==> src/rtl/uart_tx_frame_ctrl_pkg.sv <==
// Shared UART constants: one-hot frame states, parity mode flags and data width.
package uart_tx_frame_ctrl_pkg;

    localparam int unsigned DATA_BITS = 8;

    localparam logic [4:0] ST_INTERVAL  = 5'b0_0001;
    localparam logic [4:0] ST_STARTBIT  = 5'b0_0010;
    localparam logic [4:0] ST_DATABITS  = 5'b0_0100;
    localparam logic [4:0] ST_PARITYBIT = 5'b0_1000;
    localparam logic [4:0] ST_STOPBIT   = 5'b1_0000;

    localparam logic ENABLE  = 1'b1;
    localparam logic DISABLE = 1'b0;
    localparam logic EVEN    = 1'b0;
    localparam logic ODD     = 1'b1;

    typedef enum logic [4:0] {
        S_INTERVAL  = ST_INTERVAL,
        S_STARTBIT  = ST_STARTBIT,
        S_DATABITS  = ST_DATABITS,
        S_PARITYBIT = ST_PARITYBIT,
        S_STOPBIT   = ST_STOPBIT
    } frame_state_e;

endpackage

==> src/rtl/uart_tx_frame_ctrl_if.sv <==
// Byte handshake channel into the UART TX frame controller.
interface uart_tx_frame_ctrl_if;
    import uart_tx_frame_ctrl_pkg::*;

    logic [DATA_BITS-1:0] Data;
    logic                 DataValid;
    logic                 ParityEnable;
    logic                 Ready;

    modport master (
        output Data,
        output DataValid,
        output ParityEnable,
        input  Ready
    );

    modport slave (
        input  Data,
        input  DataValid,
        input  ParityEnable,
        output Ready
    );

endinterface

==> src/rtl/uart_tx_frame_ctrl.sv <==
// UART TX frame sequencer: INTERVAL -> START -> 8 DATA -> [PARITY] -> STOP on baud pulses,
// feeding the parity generator its state, held byte and calculation trigger.
module uart_tx_frame_ctrl
    import uart_tx_frame_ctrl_pkg::*;
#(
    parameter int unsigned STOP_BITS = 1
) (
    input  logic                 clk,
    input  logic                 rst,
    input  logic                 p_BaudSig_i,
    uart_tx_frame_ctrl_if.slave  tx_if,
    input  logic                 ParityResult_i,
    output logic                 Tx_o,
    output logic [4:0]           State_o,
    output logic [DATA_BITS-1:0] TxData_o,
    output logic                 p_ParityCalTrigger_o,
    output logic                 Busy_o
);

    localparam logic [3:0] LAST_BIT  = 4'(DATA_BITS - 1);
    localparam logic [3:0] LAST_STOP = 4'(STOP_BITS - 1);

    frame_state_e         state_q;
    logic                 tx_q;
    logic                 ready_q;
    logic                 busy_q;
    logic                 pend_q;
    logic                 par_en_q;
    logic                 trig_q;
    logic [3:0]           cnt_q;
    logic [DATA_BITS-1:0] data_q;

    logic                 accept;
    logic [2:0]           bit_idx_d;

    assign accept    = tx_if.DataValid & ready_q;
    assign bit_idx_d = cnt_q[2:0] + 3'd1;

    always_ff @(posedge clk or negedge rst) begin
        if (!rst) begin
            state_q  <= S_INTERVAL;
            tx_q     <= 1'b1;
            ready_q  <= 1'b1;
            busy_q   <= 1'b0;
            pend_q   <= 1'b0;
            par_en_q <= DISABLE;
            trig_q   <= 1'b0;
            cnt_q    <= '0;
            data_q   <= '0;
        end else begin
            trig_q <= 1'b0;

            // ready_q is low whenever pend_q is set, so capture never races the start below
            if (accept) begin
                data_q   <= tx_if.Data;
                par_en_q <= tx_if.ParityEnable;
                pend_q   <= 1'b1;
                ready_q  <= 1'b0;
                busy_q   <= 1'b1;
            end

            unique case (state_q)
                S_INTERVAL: begin
                    tx_q <= 1'b1;
                    if (pend_q && p_BaudSig_i) begin
                        state_q <= S_STARTBIT;
                        pend_q  <= 1'b0;
                        tx_q    <= 1'b0;
                    end
                end
                S_STARTBIT: begin
                    if (p_BaudSig_i) begin
                        state_q <= S_DATABITS;
                        cnt_q   <= '0;
                        tx_q    <= data_q[0];
                    end
                end
                S_DATABITS: begin
                    if (p_BaudSig_i) begin
                        trig_q <= (cnt_q == 4'd0);
                        if (cnt_q == LAST_BIT) begin
                            cnt_q <= '0;
                            if (par_en_q == ENABLE) begin
                                state_q <= S_PARITYBIT;
                                tx_q    <= ParityResult_i;
                            end else begin
                                state_q <= S_STOPBIT;
                                tx_q    <= 1'b1;
                            end
                        end else begin
                            cnt_q <= cnt_q + 4'd1;
                            tx_q  <= data_q[bit_idx_d];
                        end
                    end
                end
                S_PARITYBIT: begin
                    if (p_BaudSig_i) begin
                        state_q <= S_STOPBIT;
                        cnt_q   <= '0;
                        tx_q    <= 1'b1;
                    end
                end
                S_STOPBIT: begin
                    tx_q <= 1'b1;
                    if (p_BaudSig_i) begin
                        if (cnt_q == LAST_STOP) begin
                            state_q <= S_INTERVAL;
                            cnt_q   <= '0;
                            ready_q <= 1'b1;
                            busy_q  <= 1'b0;
                        end else begin
                            cnt_q <= cnt_q + 4'd1;
                        end
                    end
                end
                default: begin
                    state_q <= S_INTERVAL;
                    tx_q    <= 1'b1;
                end
            endcase
        end
    end

    assign tx_if.Ready          = ready_q;
    assign Tx_o                 = tx_q;
    assign State_o              = state_q;
    assign TxData_o             = data_q;
    assign p_ParityCalTrigger_o = trig_q;
    assign Busy_o               = busy_q;

endmodule

==> src/flat_wrapper.sv <==
// flat-port wrapper written by rule: the top's interface ports become plain ports
module uart_tx_frame_ctrl_flat import uart_tx_frame_ctrl_pkg::*;
#(
    parameter int unsigned STOP_BITS = 1
)
  (clk, rst, p_BaudSig_i, ParityResult_i, Tx_o, State_o, TxData_o, p_ParityCalTrigger_o, Busy_o, tx_if_Data, tx_if_DataValid, tx_if_ParityEnable, tx_if_Ready);
  uart_tx_frame_ctrl_if tx_if_i ();
  input  logic clk;
  input  logic rst;
  input  logic p_BaudSig_i;
  input  logic ParityResult_i;
  output logic Tx_o;
  output logic [4:0] State_o;
  output logic [DATA_BITS-1:0] TxData_o;
  output logic p_ParityCalTrigger_o;
  output logic Busy_o;
  input wire logic [$bits(tx_if_i.Data)-1:0] tx_if_Data;
  input wire logic [$bits(tx_if_i.DataValid)-1:0] tx_if_DataValid;
  input wire logic [$bits(tx_if_i.ParityEnable)-1:0] tx_if_ParityEnable;
  output wire logic [$bits(tx_if_i.Ready)-1:0] tx_if_Ready;
  assign tx_if_i.Data = tx_if_Data;
  assign tx_if_i.DataValid = tx_if_DataValid;
  assign tx_if_i.ParityEnable = tx_if_ParityEnable;
  assign tx_if_Ready = tx_if_i.Ready;
  uart_tx_frame_ctrl #(.STOP_BITS(STOP_BITS)) u_core (.clk(clk), .rst(rst), .p_BaudSig_i(p_BaudSig_i), .tx_if(tx_if_i), .ParityResult_i(ParityResult_i), .Tx_o(Tx_o), .State_o(State_o), .TxData_o(TxData_o), .p_ParityCalTrigger_o(p_ParityCalTrigger_o), .Busy_o(Busy_o));
endmodule
==> config.mk <==
export PLATFORM = sky130hd
export DESIGN_NAME = uart_tx_frame_ctrl_flat
export DESIGN_NICKNAME = d
export VERILOG_FILES = /design/src/rtl/uart_tx_frame_ctrl_pkg.sv /design/src/rtl/uart_tx_frame_ctrl_if.sv /design/src/rtl/uart_tx_frame_ctrl.sv /design/src/flat_wrapper.sv
export SDC_FILE = /design/constraint.sdc
export NUM_CORES = 1
export LEC_CHECK = 0
export CAP_MARGIN = 10
export CORE_UTILIZATION = 50
export DETAILED_ROUTE_END_ITERATION = 10
export PLACE_DENSITY = 0.77
export SLEW_MARGIN = 20
export SYNTH_ARGS = -nofsm -noshare
export SYNTH_HDL_FRONTEND = slang
export SYNTH_SLANG_ARGS = --single-unit
==> constraint.sdc <==
create_clock -name clk -period 2.5 [get_ports clk]
set_input_delay 0.25 -clock clk [delete_from_list [all_inputs] [get_ports clk]]
set_output_delay 0.25 -clock clk [all_outputs]
set_load 0.02 [all_outputs]
==> results.py, run 1 <==
metrics = {
    "global_routing": {
        "antenna_found_initial": 0,
        "grt_max_degree": 24,
        "grt_pass1_vias": 1211,
        "grt_pass1_wl_um": 6000,
        "overflow": 0,
        "grt_usage_pct": 24.4,
    },
    "power_and_ir_drop": {
        "p_int_mw": 0.795,
        "power.total_mw": 1.31,
        "p_sw_share_pct": 39.3,
        "p_clk_share_pct": 13.4,
        "irDropWorstVdd_mv": 0.482,
        "p_leak_nw": 0.739,
        "powerDensity_nw_per_um2": 735,
        "power_frac_comb_pct": 44.0,
        "switchingPower_mw": 0.516,
        "p_seq_share_pct": 42.6,
    },
    "critical_path": {
        "worstSetupPathType": "register to output port",
        "cpPeakStageDelay_ps": 770,
        "end_kind": "output port",
        "cp_top_family": "flip-flops",
        "r2r-start": "u_core.State_o[1]$_DFFE_PN0P_",
        "critPathArrivalTime_ps": 1800,
        "crit_required_ps": 2250,
        "start_kind": "register",
        "cp_slowest_cell": "dfrtp_1",
        "path_cells": "clkdlybuf4s50_1",
        "cp-startpoint": "u_core.State_o[3]$_DFFE_PN0P_",
        "worstPathMaxFanout": 16,
        "cp_num_buf_inv": 1,
    },
    "clock_tree": {
        "clock_latency_ps": 310,
        "cts_buffers": 3,
        "hold_buffers": 0,
        "htreeDepth": 1,
        "cts_tree": "done",
        "path_clk_slew_ps": 130,
        "clockBufferDepth": 2,
        "cts_root_buf": "clkbuf_4",
        "cts_setup_buffers": 0,
        "cts-resized-gates": 0,
        "clock-sinks": 23,
    },
    "sta": {
        "hold_viol": 0,
        "slew_headroom_pct": 53.1,
        "fin_setup_tns_ps": 0,
        "worst_slack_ps": 447,
        "skew_ps": 5.90,
        "worst_pin_slew_ps": 703,
        "rsz0062_at_grt": "no",
        "fin_crit_sh_pct": 82.1,
        "max_freq_mhz": 487,
        "slew_violations": 0,
        "min_period_ps": 2050,
        "setup_viol": 0,
    },
    "detailed_routing": {
        "met2_length_um": 1660,
        "drt_iter0_markers": 73,
        "met3_length_um": 158,
        "drtPass1Iterations": 4,
        "wl_met1_um": 1470,
        "routed_wl_um": 3330,
        "top_layer": "met4",
        "wire_per_inst_um": 16.7,
        "drc_errors": 0,
        "viasPerCell": 6.27,
        "drtAntennaViolNets": 0,
        "routed-via-count": 1247,
    },
    "finish": {
        "insertedDiodeCount": 0,
        "num-nets-final": 185,
        "stdcell_count": 199,
        "final_util_pct": 64.7,
        "area_growth_pct": 22.7,
        "fill_cells": 213,
        "drive_gt1_share_pct": 15.5,
    },
    "floorplanning": {
        "rows": 19,
        "die_h_um": 55.9,
        "num_io_pins": 31,
        "die_x_um": 55.9,
        "design.core.area_um2": 2760,
        "die_area_um2": 3120,
        "start_util_pct": 52.7,
    },
    "logic_synthesis": {
        "yosysMostFrequentCell": "dfrtp_1",
        "synth-edff-count": 0,
        "syn_nets": 158,
        "ys.flop_type": "dfrtp_1",
        "yosysWarnings": 0,
        "syn_inst": 142,
        "yosysSeqAreaShare_pct": 39.9,
        "synth.cell_area_um2": 1450,
        "ys_ff_latch": 23,
        "yosys.area.top_type": "dfrtp_1",
        "synth_cell_types": 52,
        "async_flop_share_pct": 100,
        "yosys.area.top_type_share_pct": 34.5,
        "synth_area_per_cell_um2": 10.2,
        "netlist_top_cells_count": "dfrtp_1 (20), o21ai_0 (9), mux2_2 (8)",
        "netlist_top_cells_area": "dfrtp_1 (34%), mux2_2 (6.2%), dfstp_2 (5.4%), o21ai_0 (3.1%), mux4_2 (3.1%)",
    },
    "place": {
        "portBuffers": 30,
        "dp_hpwl_um": 2450,
        "pre_cts_ws_ps": 543,
        "dp.cells": 195,
        "place.gp.congestion": 0.910,
    },
    "run_status": {
        "status": "finished clean",
    },
    "hold_path": {
        "hp-class": "primary input to asynchronous set/reset pin",
    },
    "flow_run": {
        "maxCapViolCount": 0,
    },
}
==> cell type report <==
type	count	area [um^2]	share of cell area [%]
multi-input cells	101	790	44.3
flip-flops and latches	23	579	32.5
repair buffers	33	323	18.1
well taps	31	38.8	2.18
clock buffers	4	26.3	1.47
inverters	7	26.3	1.47
==> worst register-to-register path, delay by kind of cell (launching register included) <==
kind | cells | cell delay [ps]
flops | 1 | 740
simple gates | 1 | 250
compound gates | 3 | 950
==> metrics by stage <==
stage               instance area, um^2  hold WS (ps)
global route                       1780           293
floorplan                          1450         -45.6
global placement                   1760           474
CTS                                1780           280
detailed placement                 1760           487
finish                             1780           273
==> routing by layer <==
metal  global-route usage, %  vias to the layer above
li1                        -                      579
met1                    34.4                      618
met2                    40.8                       44
met3                    3.02                        6
met4                    5.23                        0
met5                       0                        -
==> power groups by stage <==
stage	Clock (mW)	Sequential [mW]	Combinational (mW)
6_report	0.176	0.558	0.577
5_1_grt	0.194	0.579	0.636
4_1_cts	0.184	0.558	0.573
3_5_place_dp	0	0.566	0.569
3_3_place_gp	0	0.559	0.552
2_1_floorplan	0	0.535	0.422
==> cell families after synthesis <==
logic type | after synthesis | synth area share (%)
AND/OR/NAND/NOR | 44 | 19.6
AO/OA/AOI/OAI | 39 | 20.2
flip-flops | 23 | 39.9
buffers and inverters | 18 | 5.77
multiplexers | 10 | 9.30
XOR/XNOR | 6 | 3.62
adder cells (fa/ha/maj) | 2 | 1.72
==> final timing paths <==
path / to / slack (ps) / cells after the start
worst max-delay path: State_o[3] / 450 / 1
worst min-delay path: u_core.cnt_q[2]$_DFFE_PN0P_ / 270 / 2
worst max register to register: u_core.cnt_q[2]$_DFFE_PN0P_ / 470 / 4
worst min register to register: u_core.tx_if.Ready$_DFF_PN1_ / 510 / 2
max in group asynchronous: u_core.tx_if.Ready$_DFF_PN1_ / 1930 / 2
min in group clk: u_core.tx_if.Ready$_DFF_PN1_ / 480 / 2
==> sequential cells by signal, indices dropped and copies added (netlist names) <==
register	cells
u_core.Tx_o	1
u_core.par_en_q	1
u_core.p_ParityCalTrigger_o	1
u_core.State_o	5
u_core.TxData_o	8
u_core.pend_q	1
u_core.cnt_q	4
u_core.tx_if.Ready	1
u_core.Busy_o	1
==> cells in the final DEF (no fill, tap or decap), types with 4 or more instances in the layout <==
cell,Yosys,final
clkdlybuf4s50_1,0,30
dfrtp_1,20,20
inv_1,7,7
mux2_2,8,8
nand2_1,5,5
nand2b_1,4,4
nand3_1,7,7
nor2_1,6,6
o21ai_0,9,9
Note: power is estimated with default switching activity, not from simulation.
==> run 2, diff against run 1 <==
- CORE_UTILIZATION: 50 -> 45
- PLACE_DENSITY: 0.77 -> 0.73
- clock period: 2.5 -> 1.6 ns (I/O delays scaled with it)
==> results.py, run 2 (synthesis results as in run 1) <==
metrics = {
    "global_routing": {
        "grt_max_degree": 24,
        "grt_pass1_wl_um": 6160,
        "grt_pass1_vias": 1300,
        "antenna_found_initial": 0,
        "overflow": 0,
        "grt_usage_pct": 23.8,
    },
    "clock_tree": {
        "clockBufferDepth": 2,
        "hold_buffers": 0,
        "cts_tree": "done",
        "path_clk_slew_ps": 140,
        "cts_buffers": 3,
        "clock_latency_ps": 310,
        "htreeDepth": 1,
        "clock-sinks": 23,
        "cts_root_buf": "clkbuf_4",
    },
    "floorplanning": {
        "die_area_um2": 3460,
        "num_io_pins": 31,
        "start_util_pct": 47.6,
        "rows": 20,
        "die_x_um": 58.8,
        "die_h_um": 58.8,
        "design.core.area_um2": 3050,
    },
    "detailed_routing": {
        "routed-via-count": 1361,
        "drtPass1Iterations": 4,
        "routed_wl_um": 3870,
        "drtAntennaViolNets": 0,
        "wire_per_inst_um": 15.9,
        "viasPerCell": 5.58,
        "drt_iter0_markers": 65,
        "drc_errors": 0,
    },
    "finish": {
        "fill_cells": 250,
        "final_util_pct": 71.3,
        "largest_reg_flops": 8,
        "num-nets-final": 217,
        "final_common_cell": "buf_4",
        "drive_gt1_share_pct": 35.5,
        "area_growth_pct": 49.8,
        "layout_common_cells": "buf_4 (28), clkdlybuf4s50_1 (23), dfrtp_1 (16)",
        "insertedDiodeCount": 0,
    },
    "run_status": {
        "violations": "negative setup slack",
        "status": "finished with violations",
    },
    "critical_path": {
        "worstPathMaxFanout": 4,
        "critPathArrivalTime_ps": 1900,
        "cp-startpoint": "u_core.State_o[1]$_DFFE_PN0P_",
        "r2r-start": "u_core.State_o[1]$_DFFE_PN0P_",
        "end_kind": "register",
        "worstSetupPathType": "register to register",
        "start_kind": "register",
        "crit_required_ps": 1820,
    },
    "sta": {
        "fin_setup_tns_ps": -282,
        "fin_crit_sh_pct": 105,
        "skew_ps": 3.83,
        "hold_viol": 0,
        "worst_slack_ps": -79.1,
        "max_freq_mhz": 596,
        "rsz0062_at_grt": "yes",
        "slew_violations": 0,
        "setup_viol": 5,
        "worst_pin_slew_ps": 361,
        "min_period_ps": 1680,
        "slew_headroom_pct": 75.8,
    },
    "hold_path": {
        "hp-class": "primary input to asynchronous set/reset pin",
    },
    "power_and_ir_drop": {
        "irDropWorstVdd_mv": 0.590,
        "p_leak_nw": 0.936,
        "powerDensity_nw_per_um2": 1140,
        "power.total_mw": 2.48,
    },
    "flow_run": {
        "maxCapViolCount": 0,
    },
    "place": {
        "place.gp.congestion": 0.880,
        "dp_hpwl_um": 2690,
        "portBuffers": 30,
        "pre_cts_ws_ps": -126,
    },
}
run 2: changes by cell type in the layout (fill, tap and decap cells not counted), sizes merged:
| cell | before | now |
|---|---|---|
| buf | 3 | 35 |
| clkbuf | 4 | 3 |
| clkdlybuf4s50 | 30 | 23 |
| clkinv | 0 | 1 |
| dlygate4sd2 | 0 | 7 |
run 2: metal layers:
metal	global-route usage [%]	routed length, um	vias to the layer above
li1	-	-	639
met1	32.4	1740	652
met2	40.1	1880	64
met3	2.42	213	6
met4	6.80	41	0
met5	0	0	-
run 2: final cells by class:
class	instances	area, um^2	share of cell area, %
timing repair buffer	65	611	28.1
clock buffer	3	22.5	1.04
clock inverter	1	5.00	0.230
sequential	23	584	26.9
inverter	7	26.3	1.21
tap	44	55.1	2.53
multi-input combinational	101	872	40.1
run 2: critical path: stages, from the launching register on:
cell and delay (ps):
dfrtp_2 470, buf_12 150, buf_8 110, xor2_4 150, buf_6 120, o211ai_1 250, nand2_1 130, o21a_1 200
run 2: path summary, 6_finish.rpt:
kind | to | slack [ps] | depth (start not counted)
worst min-delay path | u_core.pend_q$_DFF_PN0_ | 170 | 2
worst min register to register | u_core.tx_if.Ready$_DFF_PN1_ | 510 | 2
min in group clk | u_core.tx_if.Ready$_DFF_PN1_ | 380 | 2
worst max register to register | u_core.State_o[4]$_DFFE_PN0P_ | -80 | 7
max in group asynchronous | u_core.Tx_o$_DFFE_PN1P_ | 1150 | 2
worst max-delay path | u_core.State_o[4]$_DFFE_PN0P_ | -80 | 7
run 2: per-stage QoR:
| step | hold WS [ps] | instances | area, um^2 |
|---|---|---|---|
| 2_1_floorplan | -136 | 142 | 1480 |
| 3_3_place_gp | 483 | 229 | 1970 |
| 3_5_place_dp | 483 | 229 | 1970 |
| 4_1_cts | 183 | 243 | 2130 |
| 5_1_grt | 211 | 244 | 2180 |
| 6_report | 172 | 244 | 2180 |
run 2: power by group:
part           switching (mW)  total, mW  internal [mW]
clock network           0.191      0.284         0.0935
logic                   0.652       1.42          0.764
registers              0.0976      0.784          0.686
run 2: repair_timing:
action | in CTS | in global routing
setup buffers | 10 | 1
pin swaps | 10 | 4
gates resized for setup | 15 | 6
endpoints found under the setup margin | 11 | 8
gates cloned | 0 | 0
==> run 3, diff against run 2 <==
- REMOVE_ABC_BUFFERS: default -> 1
==> results.py, run 3 (synthesis results as in run 1) <==
metrics = {
    "global_routing": {
        "overflow": 0,
        "grt_pass1_wl_um": 6470,
        "grt_usage_pct": 25.1,
        "antenna_found_initial": 0,
        "grt_pass1_vias": 1387,
        "grt_max_degree": 24,
    },
    "critical_path": {
        "rr_endpoint": "u_core.Tx_o$_DFFE_PN1P_",
        "end_kind": "register",
        "reg2reg_slack_ps": -120,
        "worstSetupPathType": "register to register",
        "crit_required_ps": 1860,
        "r2r-start": "u_core.cnt_q[0]$_DFFE_PN0P_",
        "critPathArrivalTime_ps": 1970,
        "cp-startpoint": "u_core.cnt_q[0]$_DFFE_PN0P_",
        "worstPathMaxFanout": 5,
        "r2r_cells": 6,
        "start_kind": "register",
        "worstSetupEndpoint": "u_core.Tx_o$_DFFE_PN1P_",
    },
    "detailed_routing": {
        "viasPerCell": 5.59,
        "top_layer": "met4",
        "met3_length_um": 234,
        "routed_wl_um": 4090,
        "wl_met1_um": 1770,
        "drtAntennaViolNets": 0,
        "drt_iter0_markers": 93,
        "drc_errors": 0,
        "wire_per_inst_um": 16.4,
        "routed-via-count": 1398,
        "drtPass1Iterations": 4,
        "met2_length_um": 2020,
    },
    "finish": {
        "largest_reg_flops": 8,
        "layout_common_cells": "buf_4 (36), clkdlybuf4s50_1 (23), dfrtp_1 (17)",
        "area_growth_pct": 51.9,
        "drive_gt1_share_pct": 38.3,
        "stdcell_count": 250,
        "num-nets-final": 223,
        "final_common_cell": "buf_4",
        "insertedDiodeCount": 0,
    },
    "place": {
        "dp_hpwl_um": 2970,
        "dp.cells": 237,
        "portBuffers": 30,
        "place.gp.congestion": 0.874,
    },
    "sta": {
        "setup_viol": 5,
        "fin_setup_tns_ps": -318,
        "max_freq_mhz": 582,
        "slew_violations": 0,
        "skew_ps": 2.61,
        "worst_pin_slew_ps": 408,
        "rsz0062_at_grt": "yes",
        "fin_crit_sh_pct": 107,
        "min_period_ps": 1720,
        "worst_slack_ps": -119,
        "slew_headroom_pct": 72.7,
        "hold_viol": 0,
    },
    "floorplanning": {
        "die_h_um": 58.8,
        "rows": 20,
        "design.core.area_um2": 3050,
        "die_area_um2": 3460,
        "num_io_pins": 31,
        "die_x_um": 58.8,
        "start_util_pct": 47.6,
    },
    "power_and_ir_drop": {
        "powerDensity_nw_per_um2": 1130,
        "irDropWorstVdd_mv": 0.582,
        "p_leak_nw": 0.953,
    },
    "clock_tree": {
        "hold_buffers": 0,
        "clock-sinks": 23,
        "path_clk_slew_ps": 130,
        "cts_tree": "done",
        "clockBufferDepth": 2,
        "cts_buffers": 3,
        "clock_latency_ps": 310,
        "cts_root_buf": "clkbuf_4",
        "htreeDepth": 1,
    },
    "hold_path": {
        "hp-class": "primary input to asynchronous set/reset pin",
    },
    "run_status": {
        "status": "finished with violations",
        "violations": "negative setup slack",
    },
    "flow_run": {
        "maxCapViolCount": 0,
    },
}
-- run 3: worst max-delay path: stages (launching register included) --
cell,delay [ps]
dfrtp_1,440
buf_6,150
ha_2,210
xnor2_1,240
mux2_4,340
o211ai_1,220
a21oi_2,80
-- run 3: timing repair --
item,in CTS,in global routing
setup endpoints to repair,13,9
gates resized for setup,26,11
pin swaps,9,6
buffers inserted,7,2
-- run 3: layout make-up --
type	count	area [um^2]
repair buffers	71	622
flip-flops and latches	23	583
fillers	229	846
well taps	44	55.1
inverters	7	26.3
multi-input cells	101	895
clock buffers	4	26.3
-- run 3: worst min-delay path by stage --
stage	from	to	slack, ps	cells past startpoint
3_3_place_gp	u_core.tx_if.Ready$_DFF_PN1_	u_core.tx_if.Ready$_DFF_PN1_	480	2
6_report	rst	u_core.Busy_o$_DFF_PN0_	180	2
4_1_cts	rst	u_core.Busy_o$_DFF_PN0_	180	2
3_5_place_dp	u_core.tx_if.Ready$_DFF_PN1_	u_core.tx_if.Ready$_DFF_PN1_	480	2
5_1_grt	rst	u_core.TxData_o[4]$_DFFE_PN0P_	210	2
2_1_floorplan	rst	u_core.Busy_o$_DFF_PN0_	-140	0
-- run 3: through the flow --
step | setup slack [ps] | util, % | cell area (um^2) | hold WS (ps) | power, mW
after global placement | -123 | 65.2 | 1990 | 484 | 1.96
after global routing | -138 | 72.3 | 2210 | 208 | 2.64
final | -119 | 72.3 | 2210 | 176 | 2.50
after floorplan | -218 | - | 1400 | -136 | 1.46
after CTS | -94.3 | 70.1 | 2140 | 178 | 2.40
after detailed placement | -155 | 65.2 | 1990 | 481 | 2.00
-- run 3: metal layers --
layer  global-route usage, %  vias up
met4                    8.84        0
met1                    32.6      680
met2                    42.4       56
met5                       0        -
li1                        -      654
met3                    3.74        8
-- run 3: power by group --
part | total (mW) | internal, mW | switching (mW)
logic | 1.41 | 0.742 | 0.670
clock network | 0.281 | 0.0974 | 0.184
registers | 0.806 | 0.685 | 0.120
